===== src/rtl/id_ex_hazard_stage.sv =====
`default_nettype none
// ============================================================================
// Module  : id_ex_hazard_stage
// Brief   : ID/EX pipeline register with load-use stall, flush bubble and
//           saturating stall counter.
// Revision: 1.0
// ============================================================================
module id_ex_hazard_stage #(
    parameter int DATA_W = 64,
    parameter int REG_AW = 5,
    parameter int CNT_W  = 16
) (
    input  logic              clk,
    input  logic              arst_n,
    input  logic              en,
    input  logic              flush,
    input  logic              id_valid,
    input  logic [REG_AW-1:0] id_rs1,
    input  logic [REG_AW-1:0] id_rs2,
    input  logic              id_uses_rs1,
    input  logic              id_uses_rs2,
    input  logic [REG_AW-1:0] id_rd,
    input  logic [DATA_W-1:0] id_rdata1,
    input  logic [DATA_W-1:0] id_rdata2,
    input  logic [DATA_W-1:0] id_imm,
    input  logic [7:0]        id_ctrl,
    output logic              stall,
    output logic              ex_valid,
    output logic [REG_AW-1:0] ex_rs1,
    output logic [REG_AW-1:0] ex_rs2,
    output logic [REG_AW-1:0] ex_rd,
    output logic [DATA_W-1:0] ex_rdata1,
    output logic [DATA_W-1:0] ex_rdata2,
    output logic [DATA_W-1:0] ex_imm,
    output logic [7:0]        ex_ctrl,
    output logic [CNT_W-1:0]  stall_count
);

    localparam int         C_MEM_READ_BIT = 6;
    localparam logic [CNT_W-1:0] C_CNT_MAX = {CNT_W{1'b1}};

    logic              ex_valid_q,    ex_valid_d;
    logic [REG_AW-1:0] ex_rs1_q,      ex_rs1_d;
    logic [REG_AW-1:0] ex_rs2_q,      ex_rs2_d;
    logic [REG_AW-1:0] ex_rd_q,       ex_rd_d;
    logic [DATA_W-1:0] ex_rdata1_q,   ex_rdata1_d;
    logic [DATA_W-1:0] ex_rdata2_q,   ex_rdata2_d;
    logic [DATA_W-1:0] ex_imm_q,      ex_imm_d;
    logic [7:0]        ex_ctrl_q,     ex_ctrl_d;
    logic [CNT_W-1:0]  stall_count_q, stall_count_d;

    logic w_rs1_match;
    logic w_rs2_match;
    logic w_haz;

    // Hazard looks only at registered EX state, so stall is free of en.
    always_comb begin
        w_rs1_match = id_uses_rs1 && (id_rs1 == ex_rd_q);
        w_rs2_match = id_uses_rs2 && (id_rs2 == ex_rd_q);
        w_haz       = ex_valid_q && ex_ctrl_q[C_MEM_READ_BIT] && (ex_rd_q != '0) &&
                      id_valid && (w_rs1_match || w_rs2_match);
    end

    assign stall = w_haz && !flush;

    always_comb begin
        ex_valid_d    = ex_valid_q;
        ex_rs1_d      = ex_rs1_q;
        ex_rs2_d      = ex_rs2_q;
        ex_rd_d       = ex_rd_q;
        ex_rdata1_d   = ex_rdata1_q;
        ex_rdata2_d   = ex_rdata2_q;
        ex_imm_d      = ex_imm_q;
        ex_ctrl_d     = ex_ctrl_q;
        stall_count_d = stall_count_q;
        if (en) begin
            // Fields always follow ID so a bubble carries deterministic contents.
            ex_rs1_d    = id_rs1;
            ex_rs2_d    = id_rs2;
            ex_rd_d     = id_rd;
            ex_rdata1_d = id_rdata1;
            ex_rdata2_d = id_rdata2;
            ex_imm_d    = id_imm;
            if (flush) begin
                ex_valid_d = 1'b0;
                ex_ctrl_d  = '0;
            end else if (w_haz) begin
                ex_valid_d = 1'b0;
                ex_ctrl_d  = '0;
                if (stall_count_q != C_CNT_MAX) begin
                    stall_count_d = stall_count_q + 1'b1;
                end
            end else begin
                ex_valid_d = id_valid;
                ex_ctrl_d  = id_valid ? id_ctrl : 8'h00;
            end
        end
    end

    always_ff @(posedge clk or negedge arst_n) begin
        if (!arst_n) begin
            ex_valid_q    <= 1'b0;
            ex_rs1_q      <= '0;
            ex_rs2_q      <= '0;
            ex_rd_q       <= '0;
            ex_rdata1_q   <= '0;
            ex_rdata2_q   <= '0;
            ex_imm_q      <= '0;
            ex_ctrl_q     <= '0;
            stall_count_q <= '0;
        end else begin
            ex_valid_q    <= ex_valid_d;
            ex_rs1_q      <= ex_rs1_d;
            ex_rs2_q      <= ex_rs2_d;
            ex_rd_q       <= ex_rd_d;
            ex_rdata1_q   <= ex_rdata1_d;
            ex_rdata2_q   <= ex_rdata2_d;
            ex_imm_q      <= ex_imm_d;
            ex_ctrl_q     <= ex_ctrl_d;
            stall_count_q <= stall_count_d;
        end
    end

    assign ex_valid    = ex_valid_q;
    assign ex_rs1      = ex_rs1_q;
    assign ex_rs2      = ex_rs2_q;
    assign ex_rd       = ex_rd_q;
    assign ex_rdata1   = ex_rdata1_q;
    assign ex_rdata2   = ex_rdata2_q;
    assign ex_imm      = ex_imm_q;
    assign ex_ctrl     = ex_ctrl_q;
    assign stall_count = stall_count_q;

endmodule
`default_nettype wire

===== config.mk =====
export PLATFORM = sky130hd
export DESIGN_NAME = id_ex_hazard_stage
export DESIGN_NICKNAME = d
export VERILOG_FILES = /design/src/rtl/id_ex_hazard_stage.sv
export SDC_FILE = /design/constraint.sdc
export NUM_CORES = 1
export LEC_CHECK = 0
export CAP_MARGIN = 20
export CORE_AREA = 4 4 173 175
export CTS_CLUSTER_SIZE = 25
export DETAILED_ROUTE_END_ITERATION = 6
export DIE_AREA = 0 0 177 179
export PLACE_DENSITY = 0.74
export SETUP_SLACK_MARGIN = 0.1
export SLEW_MARGIN = 20
export SYNTH_ARGS = -nofsm -noshare
export SYNTH_HDL_FRONTEND = slang
export SYNTH_SLANG_ARGS = --single-unit

===== constraint.sdc =====
create_clock -name clk -period 1.6 [get_ports clk]
set_clock_uncertainty 0.15 [all_clocks]
set_input_delay 0.24 -clock clk [delete_from_list [all_inputs] [get_ports clk]]
set_output_delay 0.24 -clock clk [all_outputs]
set_load 0.02 [all_outputs]

**Word level (Yosys, flattened, before mapping)**

Cells that the tools add are included.

- Output and inout port bits: 233
- Input port bits: 222
- Logic and storage cells: 30
- Register bits: 232

- Eq/ne operators: 3
- Reductions and logical operators: 11
- Bitwise logic cells: 1
- Mux-type cells: 5
- Add/subtract/negate cells: 1

Operators by type and width:

| kind | number |
|---|---|
| 8-bit two-way mux | 3 |
| 16-bit by 1-bit adder with 16-bit output (second input constant) | 1 |
| 16-bit inequality test (second input constant) | 1 |
| 5-bit equality test | 2 |
| 1-bit logical AND | 7 |
| 5-bit nonzero test | 1 |
| 4-bit AND reduction | 1 |
| 1-bit two-way mux | 2 |
| 1-bit zero test | 1 |
| 1-bit logical OR | 1 |
| 1-bit NOT | 1 |

**Logic depth before layout (Yosys ltp)**

- Depth after elaboration: 6
- Gate-level depth with buffers: 6
- Mapped depth without buffers: 5

**Worst setup path before layout**

OpenSTA, ideal clock, no wires.

- Path type: reg2out
- Start point: register ex_rd_q[1] (netlist: ex_rd[1])
- End point: output port stall
- Required time: 1210 ps
- Path slack: -426 ps
- Stages on the path, launching flop included: 7
- Arrival time: 1636 ps
- Cell sequence: dfrtp_1 xnor2_1 nand4_1 o22ai_4 buf_6 nand2_1 nor2_1

- Longest elaborated chain between the ends: 5

RTL lines:

| element | RTL line | text |
|---|---|---|
| from (decl) | 45 | `logic [REG_AW-1:0] ex_rd_q, ex_rd_d;` |
| from (signal assigned) | 115 | `ex_rd_q <= ex_rd_d;` |
| 5-bit equality test, or another cell as far along | 58 | `w_rs1_match = id_uses_rs1 && (id_rs1 == ex_rd_q);` |
| 1-bit logical AND, on equally long branches | 58, 59, 60 |  |
| 1-bit logical OR / 1-bit logical AND (equally long branches) | 61, 60 |  |
| 1-bit logical AND * | 61 | `id_valid && (w_rs1_match \|\| w_rs2_match);` |
| 1-bit logical AND * | 64 | `assign stall = w_haz && !flush;` |
| to (decl) | 27 | `output logic stall,` |

Every way passes the cells marked *; elsewhere a longest branch is shown, timed or not.

**Final worst setup path**

- Start point: register ex_rd_q[4] (netlist: ex_rd[4])
- End point: output port stall

Same word-level chain as after synthesis.

==> reports/metrics.cfg <==
[status]
status = finished with violations
violations = setup timing

[pwr]
p_int_mw = 11.8
p_comb_share_pct = 19.5
powerDensity_mw_per_mm2 = 1070
peakVddDrop_v = 0.000698
p_leak_nw = 6.64
clock_power_share_pct = 38.4
sequentialPowerShare_pct = 42.1
netSwitchingFraction_pct = 26.0
switchingPower_mw = 4.15

[finish]
diodes = 0
final_nets = 1308
fillCellCount = 2444
fin_util_pct = 52.2
seqCellArea_mm2 = 0.00583
area_growth_pct = 66.3
multi_input_area_mm2 = 0.00309
drive_gt1_share_pct = 54.1

[timing]
rsz0062_at_grt = yes
min_period_over_period_pct = 135
worst_pin_slew_ns = 0.319
period_minus_slack_ns = 2.16
setup_slack_ns = -0.561
max_freq_ghz = 0.463
drv_slew = 0
final-setup-viol-count = 30
hold_viol = 0
maxSlewHeadroom_pct = 78.7
tns_ns = -6.27

[cts]
clk_latency_ns = 0.52
clkSlewWorstSetupHoldPaths_ns = 0.06
cts_num_sinks = 232
clock_path_buffers = 3
numCtsBuffers = 26
root_buffer = clkbuf_16
cts_tree = done
htree_levels = 1

[grt]
gr-total-overflow = 0
grt_max_degree = 53
grt_pass1_vias = 7114
grt_usage_pct = 16.5
grt_pass1_wl_mm = 41.3
antenna_found_initial = 0

[drt]
dr.first_iter.drc_count = 172
viasPerCell = 4.44
num_vias = 6600
post_drt_wl_per_cell_um = 18.8
drtAntennaViolNets = 0
first_pass_iters = 4
drc = 0
wl_mm = 27.9

[hold_path]
hold_path_class = in2async

[place]
io_buffers = 454
dp_hpwl_mm = 21.2
dp_slack_ns = -0.879
gp_congestion = 0.845

[worst_setup_path]
crit_family = flip-flops
rr_worst_depth = 6
arrival_ns = 1.77
crit_slowest_cell = dfrtp_2
required_ns = 1.21
max_stage_delay_ns = 0.45
crit_chain = xnor2_2 -> nand4_1 -> o22ai_4 -> nand2_4 -> nor2_4 -> buf_6
criticalPathCategory = reg2out
start_kind = flop
cp_max_fo = 3
path_depth = 6
critical_path_buf_inv_count = 1
cp-end-kind = output port
rr_startpoint = ex_rd[4]
crit_start = ex_rd[4]

[yosys]
synth_nets = 771
ys_ff_latch = 232
synthCells = 548
synthesis.area_mm2 = 0.00893
synth_cell_types = 26
syn_avg_cell_area_um2 = 16.3
ys_warn_count = 0
ys_seq_area_share_pct = 65.0

[floorplan]
die_x_um = 177
die_y_um = 179
io_pins = 455
die-area_mm2 = 0.0317
initial_core_util_pct = 31.4
fp.coreArea_mm2 = 0.0285
row_count = 62

[flow_run]
maxCapViolations = 0

[stage by stage]
step	hold WS (ns)	cells	instance area (um^2)	total power, mW
detailed placement	-0.000753	1413	14400	10.3
floorplan	-0.206	548	9000	8.18
finish	0.0532	1486	14900	15.9
global placement	-0.00230	1413	14400	10.2
CTS	0.0453	1477	14600	16.1
global route	0.0674	1486	14900	16.6
[flip-flops by register name, indices dropped and copies added (netlist names)]
signal and cells:
ex_rs2 5, ex_valid 1, ex_ctrl 8, ex_imm 64, ex_rdata1 64, ex_rd 5
stall_count 16, ex_rs1 5, ex_rdata2 64
[Yosys cell counts]
cell / count / area, um^2
xnor2_1: 25 / 219
a21oi_2: 2 / 17.5
mux2_4: 1 / 15.0
a21boi_4: 1 / 18.8
buf_6: 1 / 11.3
nor2_1: 3 / 11.3
buf_2: 21 / 105
clkinv_1: 1 / 3.75
dfrtp_1: 232 / 5810
a22o_1: 8 / 70.1
nand3_1: 10 / 50.1
nand2_1: 6 / 22.5
and4b_1: 1 / 10.0
o22ai_4: 1 / 20.0
mux2_2: 207 / 2330
and3_2: 2 / 15.0
and3_1: 4 / 25.0
a21oi_4: 1 / 16.3
nand4_1: 9 / 56.3
nor3_2: 2 / 20.0
clkbuf_1: 2 / 7.51
a21o_1: 1 / 7.51
and2b_1: 1 / 7.51
nand3_4: 1 / 17.5
and4_1: 4 / 35.0
ha_1: 1 / 12.5
[power groups by stage]
stage / Sequential, mW / Clock (mW) / Combinational, mW
final: 6.72 / 6.12 / 3.11
after global routing: 6.79 / 6.51 / 3.29
after CTS: 6.71 / 6.28 / 3.07
after detailed placement: 6.82 / 0 / 3.47
after global placement: 6.79 / 0 / 3.44
after floorplan: 7.47 / 0 / 0.712
[per-layer routing]
metal | global-route usage, % | vias up | share of wire, %
met5 | 0 | - | 0
met1 | 19.3 | 3292 | 37
met2 | 29.8 | 235 | 53
li1 | - | 3031 | -
met3 | 4.70 | 42 | 7.8
met4 | 4.29 | 0 | 2.3
[cells in the final DEF, fill, tap and decap left out, types with 2 or more instances in the layout]
cell	count
nand3_1	9
and4_1	3
xnor2_2	4
clkdlybuf4s50_1	219
and3_1	4
buf_6	85
nand2_1	5
nand4_1	9
dfrtp_2	19
and3_2	2
clkbuf_16	27
dfrtp_1	213
mux2_2	207
buf_4	50
clkbuf_8	6
bufinv_16	3
buf_2	167
xnor2_1	21
clkbuf_1	9
nor3_4	2
buf_12	9
a22o_1	8
a21oi_4	3
nor2_4	2
[area by class of cell]
type / count / share of cell area [%]
Clock inverter: 4 / 0.640
Multi-Input combinational cell: 291 / 20.8
Tap cell: 384 / 3.23
Clock buffer: 41 / 5.24
Inverter: 1 / 0.0253
Sequential cell: 232 / 39.2
Timing Repair Buffer: 533 / 30.8
[logic make-up (layout without fill, tap and decap cells)]
group                    count (synthesis)  count (layout)  share of synthesized area, %
flip-flops                             232             232                          65.0
adder cells (fa/ha/maj)                  1               1                         0.140
AO/OA/AOI/OAI                           14              14                          1.68
AND/OR/NAND/NOR                         43              43                          3.03
XOR/XNOR                                25              25                          2.45
multiplexers                           208             208                          26.3
buffers and inverters                   25             579                          1.43
[what timing repair did]
| item | in CTS | in global routing |
|---|---|---|
| pin swaps | 4 | 5 |
| endpoints found under the setup margin | 258 | 88 |
| endpoints found under the hold margin | 232 | 0 |
| buffers inserted | 19 | 14 |
| resized for setup | 1052 | 52 |
| hold buffers | 1 | 0 |
[final timing paths]
| path | end | slack, ns |
|---|---|---|
| setup / recovery | stall | -0.56 |
| hold / removal | ex_rd[0] | 0.05 |
| setup reg to reg | stall_count[1] | -0.31 |
| hold reg to reg | ex_rdata1[53] | 0.35 |
| max in group asynchronous | ex_rdata1[34] | 0.65 |
| min in group clk | ex_imm[14] | 0.06 |
Power figures use the tool's default switching activity.
